File: config.mk
export PLATFORM = sky130hd
export DESIGN_NAME = param_coefficient_loader_flat
export DESIGN_NICKNAME = d
export VERILOG_FILES = /design/src/rtl/param_coefficient_loader_if.sv /design/src/rtl/param_coefficient_loader.sv /design/src/flat_wrapper.sv
export SDC_FILE = /design/constraint.sdc
export NUM_CORES = 1
export LEC_CHECK = 0
export CAP_MARGIN = 25
export CELL_PAD_IN_SITES_DETAIL_PLACEMENT = 0
export CELL_PAD_IN_SITES_GLOBAL_PLACEMENT = 1
export CORE_AREA = 10 10 47 49
export CTS_CLUSTER_SIZE = 40
export DETAILED_ROUTE_END_ITERATION = 10
export DIE_AREA = 0 0 57 59
export GPL_TIMING_DRIVEN = 0
export PLACE_DENSITY = 0.64
export SLEW_MARGIN = 40
export SYNTH_ARGS = -nofsm -noshare
export SYNTH_HDL_FRONTEND = slang
export SYNTH_SLANG_ARGS = --single-unit
File: constraint.sdc
create_clock -name clk -period 4.2 [get_ports clk]
set_input_delay 0.84 -clock clk [delete_from_list [all_inputs] [get_ports clk]]
set_output_delay 0.84 -clock clk [all_outputs]
set_load 0.005 [all_outputs]
File: src/rtl/param_coefficient_loader_if.sv
// Handshake bundle between a coefficient-load requester and the loader.
// The requester (master) raises load requests and flow control; the loader
// (slave) reports load strobes, the current index and its status flags.
interface param_coefficient_loader_if #(
  parameter int IDX_W = 2
);
  logic             new_coefficient_set;
  logic             modwait;
  logic             abort;
  logic             load_coeff;
  logic [IDX_W-1:0] coefficient_num;
  logic             busy;
  logic             load_done;
  logic             pending;

  modport master (
    output new_coefficient_set, modwait, abort,
    input  load_coeff, coefficient_num, busy, load_done, pending
  );

  modport slave (
    input  new_coefficient_set, modwait, abort,
    output load_coeff, coefficient_num, busy, load_done, pending
  );
endinterface

File: src/rtl/param_coefficient_loader.sv
// Coefficient set loader: on request, strobes load_coeff once per coefficient
// (index 0..NUM_COEFFS-1), inserting at least one idle cycle between loads and
// stalling while the downstream controller reports modwait. A request that
// arrives while busy (or while modwait blocks the start) is remembered in a
// single pending flag. All outputs are decoded from registers only.
module param_coefficient_loader #(
  parameter int NUM_COEFFS = 4,
  parameter int IDX_W      = 2
) (
  input  logic                      clk,
  input  logic                      n_reset,
  param_coefficient_loader_if.slave bus
);

  localparam logic [IDX_W-1:0] LAST_IDX = IDX_W'(NUM_COEFFS - 1);

  typedef enum logic [1:0] {
    IDLE,
    LOAD,
    WAIT,
    DONE
  } state_t;

  state_t           state_reg;
  state_t           state_next;
  logic [IDX_W-1:0] idx_reg;
  logic [IDX_W-1:0] idx_next;
  logic             pending_reg;
  logic             pending_next;
  logic             start;

  // A fresh request or a remembered one may start only when downstream is free.
  assign start = (bus.new_coefficient_set | pending_reg) & ~bus.modwait;

  // State, index and pending registers; reset acts immediately, without clk.
  always_ff @(posedge clk or negedge n_reset) begin
    if (!n_reset) begin
      state_reg   <= IDLE;
      idx_reg     <= '0;
      pending_reg <= 1'b0;
    end else begin
      state_reg   <= state_next;
      idx_reg     <= idx_next;
      pending_reg <= pending_next;
    end
  end

  // Next-state logic; abort overrides every other transition and request.
  always_comb begin
    state_next   = state_reg;
    idx_next     = idx_reg;
    pending_next = pending_reg;
    unique case (state_reg)
      IDLE: begin
        if (start) begin
          state_next   = LOAD;
          idx_next     = '0;
          pending_next = 1'b0;
        end else if (bus.new_coefficient_set) begin
          pending_next = 1'b1;
        end
      end
      LOAD: begin
        pending_next = pending_reg | bus.new_coefficient_set;
        // The final index goes straight to DONE, so idx never passes LAST_IDX.
        state_next   = (idx_reg == LAST_IDX) ? DONE : WAIT;
      end
      WAIT: begin
        pending_next = pending_reg | bus.new_coefficient_set;
        if (!bus.modwait) begin
          state_next = LOAD;
          idx_next   = idx_reg + IDX_W'(1);
        end
      end
      DONE: begin
        pending_next = pending_reg | bus.new_coefficient_set;
        state_next   = IDLE;
        idx_next     = '0;
      end
      default: begin
        state_next = IDLE;
        idx_next   = '0;
      end
    endcase
    if (bus.abort) begin
      state_next   = IDLE;
      idx_next     = '0;
      pending_next = 1'b0;
    end
  end

  // Moore output decode from state, index and pending flag.
  always_comb begin
    bus.load_coeff      = (state_reg == LOAD);
    bus.load_done       = (state_reg == DONE);
    bus.busy            = (state_reg != IDLE);
    bus.pending         = pending_reg;
    bus.coefficient_num = idx_reg;
    if (state_reg == IDLE) begin
      bus.coefficient_num = '0;
    end else if (state_reg == DONE) begin
      bus.coefficient_num = LAST_IDX;
    end
  end

endmodule

File: src/flat_wrapper.sv
// flat-port wrapper written by rule: the top's interface ports become plain ports
module param_coefficient_loader_flat 
#(
  parameter int NUM_COEFFS = 4,
  parameter int IDX_W      = 2
)
  (clk, n_reset, bus_new_coefficient_set, bus_modwait, bus_abort, bus_load_coeff, bus_coefficient_num, bus_busy, bus_load_done, bus_pending);
  param_coefficient_loader_if #(.IDX_W(IDX_W)) bus_i ();
  input  logic clk;
  input  logic n_reset;
  input wire logic [$bits(bus_i.new_coefficient_set)-1:0] bus_new_coefficient_set;
  input wire logic [$bits(bus_i.modwait)-1:0] bus_modwait;
  input wire logic [$bits(bus_i.abort)-1:0] bus_abort;
  output wire logic [$bits(bus_i.load_coeff)-1:0] bus_load_coeff;
  output wire logic [$bits(bus_i.coefficient_num)-1:0] bus_coefficient_num;
  output wire logic [$bits(bus_i.busy)-1:0] bus_busy;
  output wire logic [$bits(bus_i.load_done)-1:0] bus_load_done;
  output wire logic [$bits(bus_i.pending)-1:0] bus_pending;
  assign bus_i.new_coefficient_set = bus_new_coefficient_set;
  assign bus_i.modwait = bus_modwait;
  assign bus_i.abort = bus_abort;
  assign bus_load_coeff = bus_i.load_coeff;
  assign bus_coefficient_num = bus_i.coefficient_num;
  assign bus_busy = bus_i.busy;
  assign bus_load_done = bus_i.load_done;
  assign bus_pending = bus_i.pending;
  param_coefficient_loader #(.NUM_COEFFS(NUM_COEFFS), .IDX_W(IDX_W)) u_core (.clk(clk), .n_reset(n_reset), .bus(bus_i));
endmodule
# Word-level counts from Yosys, hierarchy flattened
# Index checks and enable logic that the tools add are counted.
dict set report totals {
  mem_bits_rw 0
  latch_bits 0
  n_memories 0
  word_cells 35
  romBits 0
  input_bits 5
  output_inout_bits 6
  regBits 5
}
dict set report classes {
  shifts 0
  div_mod_pow 0
  magnitude_cmp 0
  n_mux 15
  reduce_logical 6
  n_bitwise 3
  n_addsub 1
  mul 0
  eq_ne 7
}
# operator n
set op_table {}
lappend op_table {{2-bit 2-to-1 mux} 8}
lappend op_table {{2-bit case mux with 4 select lines} 1}
lappend op_table {{2-bit equality test (second input constant)} 3}
lappend op_table {{2-bit case mux with 3 select lines} 1}
lappend op_table {{1-bit 2-to-1 mux} 4}
lappend op_table {{4-bit by 3-bit != test with 1-bit output (second input constant)} 1}
lappend op_table {{4-bit nonzero test} 1}
lappend op_table {{3-bit by 2-bit != test with 1-bit output (second input constant)} 1}
lappend op_table {{3-bit != test (second input constant)} 1}
lappend op_table {{3-bit AND reduction} 1}
lappend op_table {{3-bit OR reduction} 1}
lappend op_table {{2-bit by 1-bit adder with 2-bit output (second input constant)} 1}
lappend op_table {{2-bit by 1-bit equality test with 1-bit output (second input constant)} 1}
lappend op_table {{2-bit logical NOT} 1}
lappend op_table {{1-bit case mux with 2 select lines} 1}
lappend op_table {{2-bit AND reduction} 1}
lappend op_table {{2-bit nonzero test} 1}
lappend op_table {{1-bit bitwise AND} 1}
lappend op_table {{1-bit inverter} 1}
lappend op_table {{1-bit OR} 1}

# Depth between registers and ports, before layout
dict set report depth {
  word_depth 5
  mapped_depth 5
  mapped_depth_nobuf 5
}

# Worst setup path after synthesis
# No wires, ideal clock.
dict set report synth_path {
  path_kind {reg-to-output}
  start {reg u_core.state_reg[0]}
  end {out bus_coefficient_num[0]}
  n_path_buf 0
  arrival_ps 811
  required_ps 3360
  path_slack_ps 2549
  path_stages_with_launch 4
  cell_sequence {dfrtp_1 -> inv_1 -> ha_1 -> nor2_1}
}
dict set report synth_between {
  elab_chain_len 3
}
# element line
set synth_lines {}
lappend synth_lines {{start: declaration} param_coefficient_loader.sv:24} ;# state_t state_reg;
lappend synth_lines {{start signal: assignment} param_coefficient_loader.sv:42} ;# state_reg <= state_next;
lappend synth_lines {{2-bit equality test} param_coefficient_loader.sv:101} ;# end else if (state_reg == DONE) begin
lappend synth_lines {{2-bit 2-to-1 mux} param_coefficient_loader.sv:101}
lappend synth_lines {{2-bit 2-to-1 mux (*)} param_coefficient_loader.sv:99} ;# if (state_reg == IDLE) begin
lappend synth_lines {{end: declaration} flat_wrapper.sv:15} ;# output wire logic [$bits(bus_i.coefficient_num)-1:0] bus_coefficient_num;
# Every way passes the cells marked *; elsewhere a longest branch is shown, timed or not.

# Worst setup path in the final report
# Same ends and word-level chain as after synthesis.

==> reports/results.env <==
WORST_CLK_SKEW_PS=0.533
TOP_LAYER_USED='met3'
CRIT-REG2REG-LAUNCH='u_core.state_reg[0]$_DFFE_PN0P_'
MIN_CYCLE_TIME_LAYOUT_PS=2460
TRITONCTS='done'
HPWL_UM=667
GRT_SETUP_UNREPAIRED='false'
POSTCTSSETUPBUFFERS=0
SYNTH_FP_NETS=50
SYNTHDISTINCTLIBCELLS=19
CLOCK-SINKS=5
ROUTE.FINAL.WIRE_LENGTH_UM=787
FINAL_NET_COUNT=65
CLKPWRFRAC_PCT=30.3
FIRST_GLOBAL_VIAS=297
NUM-FILL-CELLS=155
PERIOD_SHARE_PCT=58.5
DETAILEDPLACE.WORSTSLACK_PS=1970
CP_DATA_ARRIVAL_TIME_PS=1620
NUM_IO_PINS=11
SEQUENTIALPOWERSHARE_PCT=33.0
CP.DEPTH=4
MAX-CAP-VIOLATIONS=0
POWER_SWITCHING_uW=52.0
CRITICAL-PATH-TOP-DELAY-FAMILY='buffers and inverters'
VDD.IR_DROP.WORST_mV=0.158
MET3WIRELENGTH_UM=41
POWER_PER_CELL_AREA_nW_PER_UM2=340
P_INT_uW=124
CRITPATHLAUNCHTYPE='register'
CLOCK_LATENCY_PS=230
FINAL-MAX-SLEW-VIOLATION-COUNT=0
FP.DIEAREA_UM2=3360
SYNTHESIS_STAGE_REGISTER_BIT_COUNT=5
CRIT_PATH_CELL_TRACE='inv_1, ha_1, nor2_1, clkdlybuf4s50_1'
VIA_COUNT=309
AREA_GROWTH_SYN_TO_LAYOUT_PCT=39.5
WL_PER_CELL_UM=11.4
R2R_SLACK_PS=2560
SETUP_VIOL_COUNT_FINAL=0
FINAL_UTIL_PCT=36.9
CPPEAKSTAGEDELAY_PS=510
DRT.ANTENNA.VIOLATING_NETS=0
LEAKAGE_nW=0.225
SYN_INST=39
WORST_PIN_SLEW_PS=299
YOSYSWARNINGCOUNT=0
SETUP.WORST_PATH.END='bus_coefficient_num[0]'
POSTSYNTHAREAPERCELL_UM2=9.50
GRT_UTIL_ALL_LAYERS_PCT=4.55
HOLD_CLASS='register to register'
SETUP_SLACK_PS=1740
SYNTH-EDFF-COUNT=0
GRT_START_MAX_NET_PINS=9
CRITICAL_PATH.ENDPOINT_TYPE='output port'
LAYOUT_COMMONEST_CELL='sky130_fd_sc_hd__clkdlybuf4s50_1'
ROOT_BUFFER='sky130_fd_sc_hd__clkbuf_4'
SYNTHARSTFLOPSHARE_PCT=100
DETAIL_ROUTE.WIRELENGTH.MET1_UM=367
CTS.PATH.MAX_BUFFERS=2
CTS_BUFFERS=3
CRITICAL_PATH_BUF_INV_COUNT=2
TIMING.REG2REG.WORST_PATH_DEPTH=5
FINAL-HOLD-VIOLATION-COUNT=0
P_COMB_SHARE_PCT=36.7
DRT_ITER0_DRC=3
CRIT_TYPE='register to output port'
CRITPATHMAXFANOUT=5
DIEHEIGHT_UM=59
FINALWEIGHTEDCONGESTION=0.757
POWER.SHARE.SWITCHING_PCT=29.6
YOSYS_MOST_USED_DFF='sky130_fd_sc_hd__dfrtp_1'
WORSTREG2REGEND='u_core.state_reg[1]$_DFFE_PN0P_'
PORT_BUFFERS=10
OUTCOME='finished clean'
POST_CTS_RESIZE_COUNT=0
FINALPOWER_uW=176
CRIT_PATH_TOP_DELAY_CELL='sky130_fd_sc_hd__clkdlybuf4s50_1'
PLACEMENT.CELL_AREA_UM2=490
WORST_EP_REQUIRED_TIME_PS=3360
DETAILEDROUTE.FIRSTPASSITERATIONCOUNT=2
INITIAL_UTILIZATION_PCT=26.4
FINAL_AREA_UM2=517
MET2_LENGTH_UM=379
INITIAL_ANTENNA_VIOLATION_COUNT=0
ROUTED_VIA_DENSITY=4.48
FINAL_LAYOUT_SIZE_SUFFIX_GT1_SHARE_PCT=11.3
REMAINING_DRC_ERRORS=0
DIE-WIDTH_UM=57
CORE_AREA_UM2=1400
CTSHTREEMAXLEVEL=1
CTS.CLK_SLEW.WORST_PATHS_PS=40
DIODES=0
FINAL_CELL_MIX='sky130_fd_sc_hd__clkdlybuf4s50_1, sky130_fd_sc_hd__nor2_1, sky130_fd_sc_hd__ha_1'
FMAXACHIEVABLE_MHz=407
POSTCTSHOLDBUFS=0
SETUP.WORST_PATH.START='u_core.state_reg[0]$_DFFE_PN0P_'
WORST_SLEW_MARGIN_RELATIVE_TO_ITS_LIMIT_PCT=80.1
NETLIST_AREA_UM2=370
GRT_REMAINING_OVERFLOW=0
FINAL.SETUP.TNS_PS=0
SYNTH_SEQ_AREA_SHARE_PCT=33.8
PLACEMENTROWS=14
FIRST_PASS_GRT_WIRE_LENGTH_UM=1200
-- per-stage QoR --
step           cells  hold slack (ps)
2_1_floorplan     39              541
3_3_place_gp      65              580
3_5_place_dp      65              585
4_1_cts           69              592
5_1_grt           69              616
6_report          69              595
-- synthesized netlist by cell type (2+ instances only) --
master | instances | area (um^2)
sky130_fd_sc_hd__dfrtp_1 | 5 | 125
sky130_fd_sc_hd__ha_1 | 6 | 75.1
sky130_fd_sc_hd__inv_1 | 3 | 11.3
sky130_fd_sc_hd__nand2b_1 | 3 | 18.8
sky130_fd_sc_hd__nor2_1 | 6 | 22.5
sky130_fd_sc_hd__nor3_1 | 2 | 10.0
sky130_fd_sc_hd__o21ai_0 | 2 | 10.0
-- worst min-delay path: stages, from the launching register on --
cell and delay, ps:
sky130_fd_sc_hd__dfrtp_1 400, sky130_fd_sc_hd__nand2b_1 80, sky130_fd_sc_hd__o2bb2ai_1 70
-- worst min path at each step --
stage / from / cells after the start / to
finish: u_core.idx_reg[1]$_DFFE_PN0P_ / 2 / u_core.idx_reg[1]$_DFFE_PN0P_
CTS: u_core.idx_reg[1]$_DFFE_PN0P_ / 2 / u_core.idx_reg[1]$_DFFE_PN0P_
detailed placement: u_core.idx_reg[1]$_DFFE_PN0P_ / 2 / u_core.idx_reg[1]$_DFFE_PN0P_
floorplan: n_reset / 0 / u_core.bus.pending$_DFFE_PN0P_
global placement: u_core.idx_reg[1]$_DFFE_PN0P_ / 2 / u_core.idx_reg[1]$_DFFE_PN0P_
global route: u_core.idx_reg[1]$_DFFE_PN0P_ / 2 / u_core.idx_reg[1]$_DFFE_PN0P_
-- power groups by stage --
| stage | registers (mW) | clock network [mW] | logic (mW) |
|---|---|---|---|
| detailed placement | 0.0589 | 0 | 0.0656 |
| finish | 0.0580 | 0.0532 | 0.0646 |
| global route | 0.0585 | 0.0614 | 0.0707 |
| floorplan | 0.0578 | 0 | 0.0391 |
| CTS | 0.0582 | 0.0564 | 0.0659 |
| global placement | 0.0590 | 0 | 0.0660 |
-- cell type report --
class / instances / area (um^2) / area share (%)
Tap cell: 16 / 20.0 / 3.87
Sequential cell: 5 / 125 / 24.2
Multi-Input combinational cell: 31 / 234 / 45.3
Inverter: 3 / 11.3 / 2.18
Timing Repair Buffer: 10 / 100 / 19.4
Clock buffer: 4 / 26.3 / 5.08
-- cell families (layout without fill, tap and decap cells) --
kind of cell    Yosys count  count (layout)  share of synthesized area, %
flops                     5               5                          33.8
fa+ha+maj                 6               6                          20.3
buf+inv                   3              17                          3.04
simple gates             17              17                          28.0
compound gates            8               8                          14.9
-- metal layers --
| layer | vias up | global-route usage [%] |
|---|---|---|
| met5 | - | 0 |
| met4 | 0 | 5.03 |
| met3 | 0 | 1.72 |
| met2 | 5 | 7.29 |
| met1 | 141 | 4.18 |
| li1 | 163 | - |
Note: power is estimated with default switching activity, not from simulation.
